[config.mk]
export PLATFORM = sky130hd
export DESIGN_NAME = dmem_dump_reader
export DESIGN_NICKNAME = d
export VERILOG_FILES = /design/src/rtl/dmem_dump_reader.sv
export SDC_FILE = /design/constraint.sdc
export NUM_CORES = 1
export LEC_CHECK = 0
export ABC_AREA = 1
export BUFFER_PORTS_ARGS = -buffer_cell sky130_fd_sc_hd__buf_2
export CAP_MARGIN = 25
export CELL_PAD_IN_SITES_DETAIL_PLACEMENT = 2
export CELL_PAD_IN_SITES_GLOBAL_PLACEMENT = 2
export CORE_MARGIN = 2
export CORE_UTILIZATION = 30
export CTS_CLUSTER_SIZE = 10
export DETAILED_ROUTE_END_ITERATION = 6
export PLACE_DENSITY_LB_ADDON = 0.3
export SLEW_MARGIN = 20
export SYNTH_ARGS = -nofsm -noshare
export SYNTH_HDL_FRONTEND = slang
export SYNTH_SLANG_ARGS = --single-unit
[constraint.sdc]
create_clock -name clk -period 2.6 [get_ports clk]
set_input_delay 0.52 -clock clk [delete_from_list [all_inputs] [get_ports clk]]
set_output_delay 0.52 -clock clk [all_outputs]
set_load 0.01 [all_outputs]
[src/rtl/dmem_dump_reader.sv]
// Post-run data-memory dump: once all cores are done, reads a window of data
// memory and ships each word over UART 8N1, most-significant byte first.
module dmem_dump_reader #(
  parameter int               WIDTH        = 16,
  parameter logic [WIDTH-1:0] BASE_ADDR    = WIDTH'(1023),
  parameter int               WORD_COUNT   = 1024,
  parameter int               CLKS_PER_BIT = 434
) (
  input  logic             clk,
  input  logic             rst,
  input  logic             proc_state,
  input  logic [WIDTH-1:0] mem_out,
  output logic             rEn,
  output logic [WIDTH-1:0] addr,
  output logic             dump_active,
  output logic             dump_done,
  output logic             tx
);

  localparam int NBYTES = WIDTH / 8;
  localparam int CNT_W  = $clog2(CLKS_PER_BIT);
  localparam int BYTE_W = (NBYTES > 1) ? $clog2(NBYTES) : 1;

  localparam logic [CNT_W-1:0]  BAUD_LAST = CNT_W'(CLKS_PER_BIT - 1);
  localparam logic [BYTE_W-1:0] LAST_BYTE = BYTE_W'(NBYTES - 1);
  localparam logic [WIDTH:0]    WC        = (WIDTH + 1)'(WORD_COUNT);

  typedef enum logic [2:0] {
    IDLE, READ, LATCH, START, DATA, STOP, DONE
  } state_t;

  state_t            state;
  logic              proc_state_p0;
  logic              proc_state_p1;
  logic [WIDTH-1:0]  idx;
  logic [BYTE_W-1:0] byte_idx;
  logic [2:0]        bit_idx;
  logic [CNT_W-1:0]  cnt;
  logic [WIDTH-1:0]  word_sr;
  logic [7:0]        cur_byte;
  logic              baud_end;
  logic              more_words;

  // Address arithmetic deliberately wraps modulo 2^WIDTH.
  function automatic logic [WIDTH-1:0] word_addr(input logic [WIDTH-1:0] i);
    return BASE_ADDR + i;
  endfunction

  assign cur_byte   = word_sr[WIDTH-1 -: 8];
  assign baud_end   = (cnt == BAUD_LAST);
  assign more_words = (({1'b0, idx} + 1'b1) < WC);

  always_ff @(posedge clk) begin
    if (rst) begin
      state         <= IDLE;
      proc_state_p0 <= 1'b0;
      proc_state_p1 <= 1'b0;
      tx            <= 1'b1;
      rEn           <= 1'b0;
      addr          <= '0;
      dump_active   <= 1'b0;
      dump_done     <= 1'b0;
      idx           <= '0;
      byte_idx      <= '0;
      bit_idx       <= '0;
      cnt           <= '0;
    end else begin
      proc_state_p0 <= proc_state;
      proc_state_p1 <= proc_state_p0;
      case (state)
        IDLE: begin
          if (proc_state_p0 && !proc_state_p1) begin
            dump_active <= 1'b1;
            rEn         <= 1'b1;
            addr        <= word_addr('0);
            idx         <= '0;
            state       <= READ;
          end
        end
        READ: begin
          rEn   <= 1'b0;
          state <= LATCH;
        end
        LATCH: begin
          byte_idx <= '0;
          cnt      <= '0;
          tx       <= 1'b0;
          state    <= START;
        end
        START: begin
          if (baud_end) begin
            cnt     <= '0;
            bit_idx <= '0;
            tx      <= cur_byte[0];
            state   <= DATA;
          end else begin
            cnt <= cnt + 1'b1;
          end
        end
        DATA: begin
          if (baud_end) begin
            cnt <= '0;
            if (bit_idx == 3'd7) begin
              tx    <= 1'b1;
              state <= STOP;
            end else begin
              bit_idx <= bit_idx + 3'd1;
              tx      <= cur_byte[bit_idx + 3'd1];
            end
          end else begin
            cnt <= cnt + 1'b1;
          end
        end
        STOP: begin
          if (baud_end) begin
            cnt <= '0;
            if (byte_idx != LAST_BYTE) begin
              byte_idx <= byte_idx + 1'b1;
              tx       <= 1'b0;
              state    <= START;
            end else if (more_words) begin
              idx   <= idx + 1'b1;
              rEn   <= 1'b1;
              addr  <= word_addr(idx + 1'b1);
              state <= READ;
            end else begin
              dump_done   <= 1'b1;
              dump_active <= 1'b0;
              state       <= DONE;
            end
          end else begin
            cnt <= cnt + 1'b1;
          end
        end
        DONE: begin
          // Re-arm only once the cores drop their done flags.
          if (!proc_state_p0) begin
            dump_done <= 1'b0;
            state     <= IDLE;
          end
        end
        default: state <= IDLE;
      endcase
    end
  end

  // Word shift register: loaded on LATCH, shifted up a byte after each non-final stop bit.
  always_ff @(posedge clk) begin
    if (state == LATCH) begin
      word_sr <= mem_out;
    end else if (state == STOP && baud_end && byte_idx != LAST_BYTE) begin
      word_sr <= word_sr << 8;
    end
  end

endmodule

==> reports/qor.yml <==
outcome:
  status: "finished, final reports clean"
power:
  ir_worst_vdd_v: 0.000341
  swShare_pct: 37.2
  pwr-share-seq_pct: 34.3
  pwr-share-comb_pct: 34.5
  p_leak_nw: 1.92
  power_switching_mw: 1.58
  powerDensity_nw_per_um2: 963
  clockPowerShare_pct: 31.2
  intPower_mw: 2.67
floorplan:
  dieWidth_um: 114
  initial_core_util_pct: 30.5
  core_sq_um: 12000
  placementRows: 40
  ios: 39
  die_h_um: 114
  die_area_sq_um: 13100
synthesis:
  yosys.area_share.simple_pct: 34.8
  async_flop_share_pct: 0
  synth_compound_gate_area_share_pct: 9.74
  ys_warn_count: 0
  syn_nets: 551
  synth_fa_ha_area_share_pct: 1.71
  yosysUniqueCellTypes: 33
  synth_edf_count: 16
  synth_xor_area_share_pct: 2.40
  syn_area_sq_um: 3650
  seq_area_frac_synth_pct: 42.8
  synthFlopType: "dfxtp_1"
  synthMuxAreaShare_pct: 0
  synth_cells: 527
  synth_top_family_by_area: "simple AND/OR/NAND/NOR gates"
  synth.ff_latch_count: 70
  avgSynthCellArea_sq_um: 6.93
sta:
  relSlewSlack_pct: 57.1
  holdWs_ns: 0.398
  finalHoldViolCount: 0
  skew_ns: 0.00873
  setup_violations: 0
  fin_ws_ns: 0.249
  slew_violations: 0
  fmax_mhz: 425
  worst_pin_slew_ns: 0.637
  finalCritPeriodShare_pct: 90.4
  rsz0062_at_grt: "false"
  tns_ns: 0
  period_minus_slack_ns: 2.35
critical_path:
  worstPathArrival_ns: 2.58
  path_max_fanout: 14
  start_kind: "flip-flop"
  rr_startpoint: "idx[1]"
  reg2regPathDepth: 13
  crit_type: "flip-flop to flip-flop"
  cp-end-kind: "flip-flop"
  crit_required_ns: 2.83
  startpoint: "idx[1]"
worst_hold_path:
  hold_path.startpoint: "proc_state"
  min_path_cells: 3
  min_path_type: "primary input to flip-flop"
global_routing:
  gr-total-overflow: 0
  use_met3_pct: 4.92
  use_met2_pct: 34.3
  grt_pass1_wl_mm: 19.4
  grt_pass1_vias: 4008
  grt_max_degree: 31
  grt_busiest_layer: "met2"
  grt_usage_pct: 19.0
  antenna_found_initial: 0
  use_met1_pct: 21.9
routing:
  route.detailed.drc: 0
  routed_wirelength_mm: 12.0
  drt-initial-drc-count: 133
  drt.antenna.violating_nets: 0
  dr.pass1.iters: 4
  num_vias: 3608
  viasPerCell: 4.94
  wl_per_cell_um: 16.3
cells_and_area:
  final_cell_area_sq_um: 4420
  multiInputGateArea_sq_um: 1790
  final_nets: 603
  fillers: 1448
  register_area_sq_um: 1560
  antennaDiodeCount: 0
  syn_to_final_growth_pct: 21.0
  final_common_cell: "nand2_1"
  fin_util_pct: 36.9
  drive_above_1_share_pct: 14.7
  mostFrequentLayoutCells: "nand2_1, nor2_1, inv_1, dfxtp_1, a21oi_1"
cts:
  numCtsBuffers: 9
  root_buffer: "clkbuf_16"
  cts_tree: "done"
  htree_levels: 3
  ctsLongestPathBuffers: 2
  cts.sinks: 70
  hold_buffers: 0
  clock_latency_ns: 0.35
  clk_pin_slew_ns: 0.06
place:
  dp.final_hpwl_mm: 8.51
  place_ws_ns: 0.0802
  port_buffers: 38
  place.gp.congestion: 0.787
  postPlaceCellArea_sq_um: 4050
run:
  cap_violations: 0
==> metrics by stage <==
step                      total power, mW  instances
after floorplan                      2.40        527
after global placement               2.77        711
after detailed placement             2.86        711
after CTS                            4.21        727
after global routing                 4.57        731
final                                4.25        731
==> critical path: stages (launching register included) <==
cell and delay, ns:
dfxtp_1 0.40, ha_2 0.25, nand2_1 0.14, nor2_4 0.18
nand4_1 0.11, nand2_1 0.13, nand2_1 0.07, nor2_1 0.11
nand3_2 0.14, nand2_2 0.16, nand3_4 0.14, buf_4 0.23
nor2_1 0.12, nor2_1 0.07
==> per-layer routing <==
layer  routed length, um  up-vias  share of wire, %
met5                   0        -                 0
met4                 197        0               1.6
met3                 316       17               2.6
met2                6130       34                51
met1                5310     1774                44
li1                    -     1783                 -
==> repair_timing <==
| item | in CTS | in global routing |
|---|---|---|
| setup endpoints to repair | 0 | 28 |
| resized for setup | 0 | 2 |
| buffers inserted | 0 | 3 |
==> power groups by stage <==
| stage | Sequential (mW) | Combinational, mW | Clock, mW |
|---|---|---|---|
| floorplan | 1.49 | 0.912 | 0 |
| global placement | 1.47 | 1.30 | 0 |
| detailed placement | 1.48 | 1.37 | 0 |
| CTS | 1.46 | 1.38 | 1.37 |
| global route | 1.48 | 1.68 | 1.41 |
| finish | 1.46 | 1.47 | 1.33 |
==> worst paths after layout <==
| kind | to | slack, ns |
|---|---|---|
| worst max-delay path | idx[9] | 0.25 |
| worst min-delay path | proc_state_p0 | 0.40 |
| worst max register to register | idx[9] | 0.25 |
| worst min register to register | addr[13] | 0.45 |
==> sequential cells by signal, indices dropped and copies added, names as in the netlist <==
| signal | flops |
|---|---|
| word_sr | 16 |
| cnt | 9 |
| addr | 16 |
| proc_state_p1 | 1 |
| idx | 16 |
| dump_done | 1 |
| dump_active | 1 |
| tx | 1 |
| byte_idx | 1 |
| state | 3 |
| rEn | 1 |
| bit_idx | 3 |
| proc_state_p0 | 1 |
==> cell usage after synthesis, types with 2 or more instances <==
library cell / number / share of area [%]
xor2_1: 9 / 2.2
o22ai_1: 2 / 0.34
nand2_1: 151 / 16
nand3_1: 22 / 3.0
ha_1: 5 / 1.7
o21bai_1: 3 / 0.62
nand3_2: 2 / 0.55
nand4_1: 17 / 2.9
nor3_1: 5 / 0.69
buf_4: 3 / 0.62
inv_1: 57 / 5.9
inv_2: 3 / 0.31
a211oi_1: 3 / 0.62
nand2_2: 2 / 0.34
a21oi_1: 40 / 5.5
buf_2: 3 / 0.41
a221oi_1: 2 / 0.48
dfxtp_1: 54 / 30
nor2_1: 93 / 9.6
clkbuf_1: 8 / 0.82
nor2_2: 4 / 0.69
clkinv_1: 2 / 0.21
o21ai_0: 12 / 1.6
edfxtp_1: 16 / 13
==> cells by family after synthesis <==
logic type,Yosys count
xor gates and xnor gates,10
buffers and inverters,77
AOI/OAI and AO/OA,65
DFF,70
adders and majority gates,5
and+or+nand+nor,300
==> cell type report <==
type / instances / share of cell area [%]
Multi-Input combinational cell: 381 / 40.6
Sequential cell: 70 / 35.4
Timing Repair Buffer: 55 / 7.48
Inverter: 62 / 5.27
Clock buffer: 10 / 5.18
Tap cell: 147 / 4.16
Clock inverter: 6 / 1.93
Power figures use the tool's default switching activity.
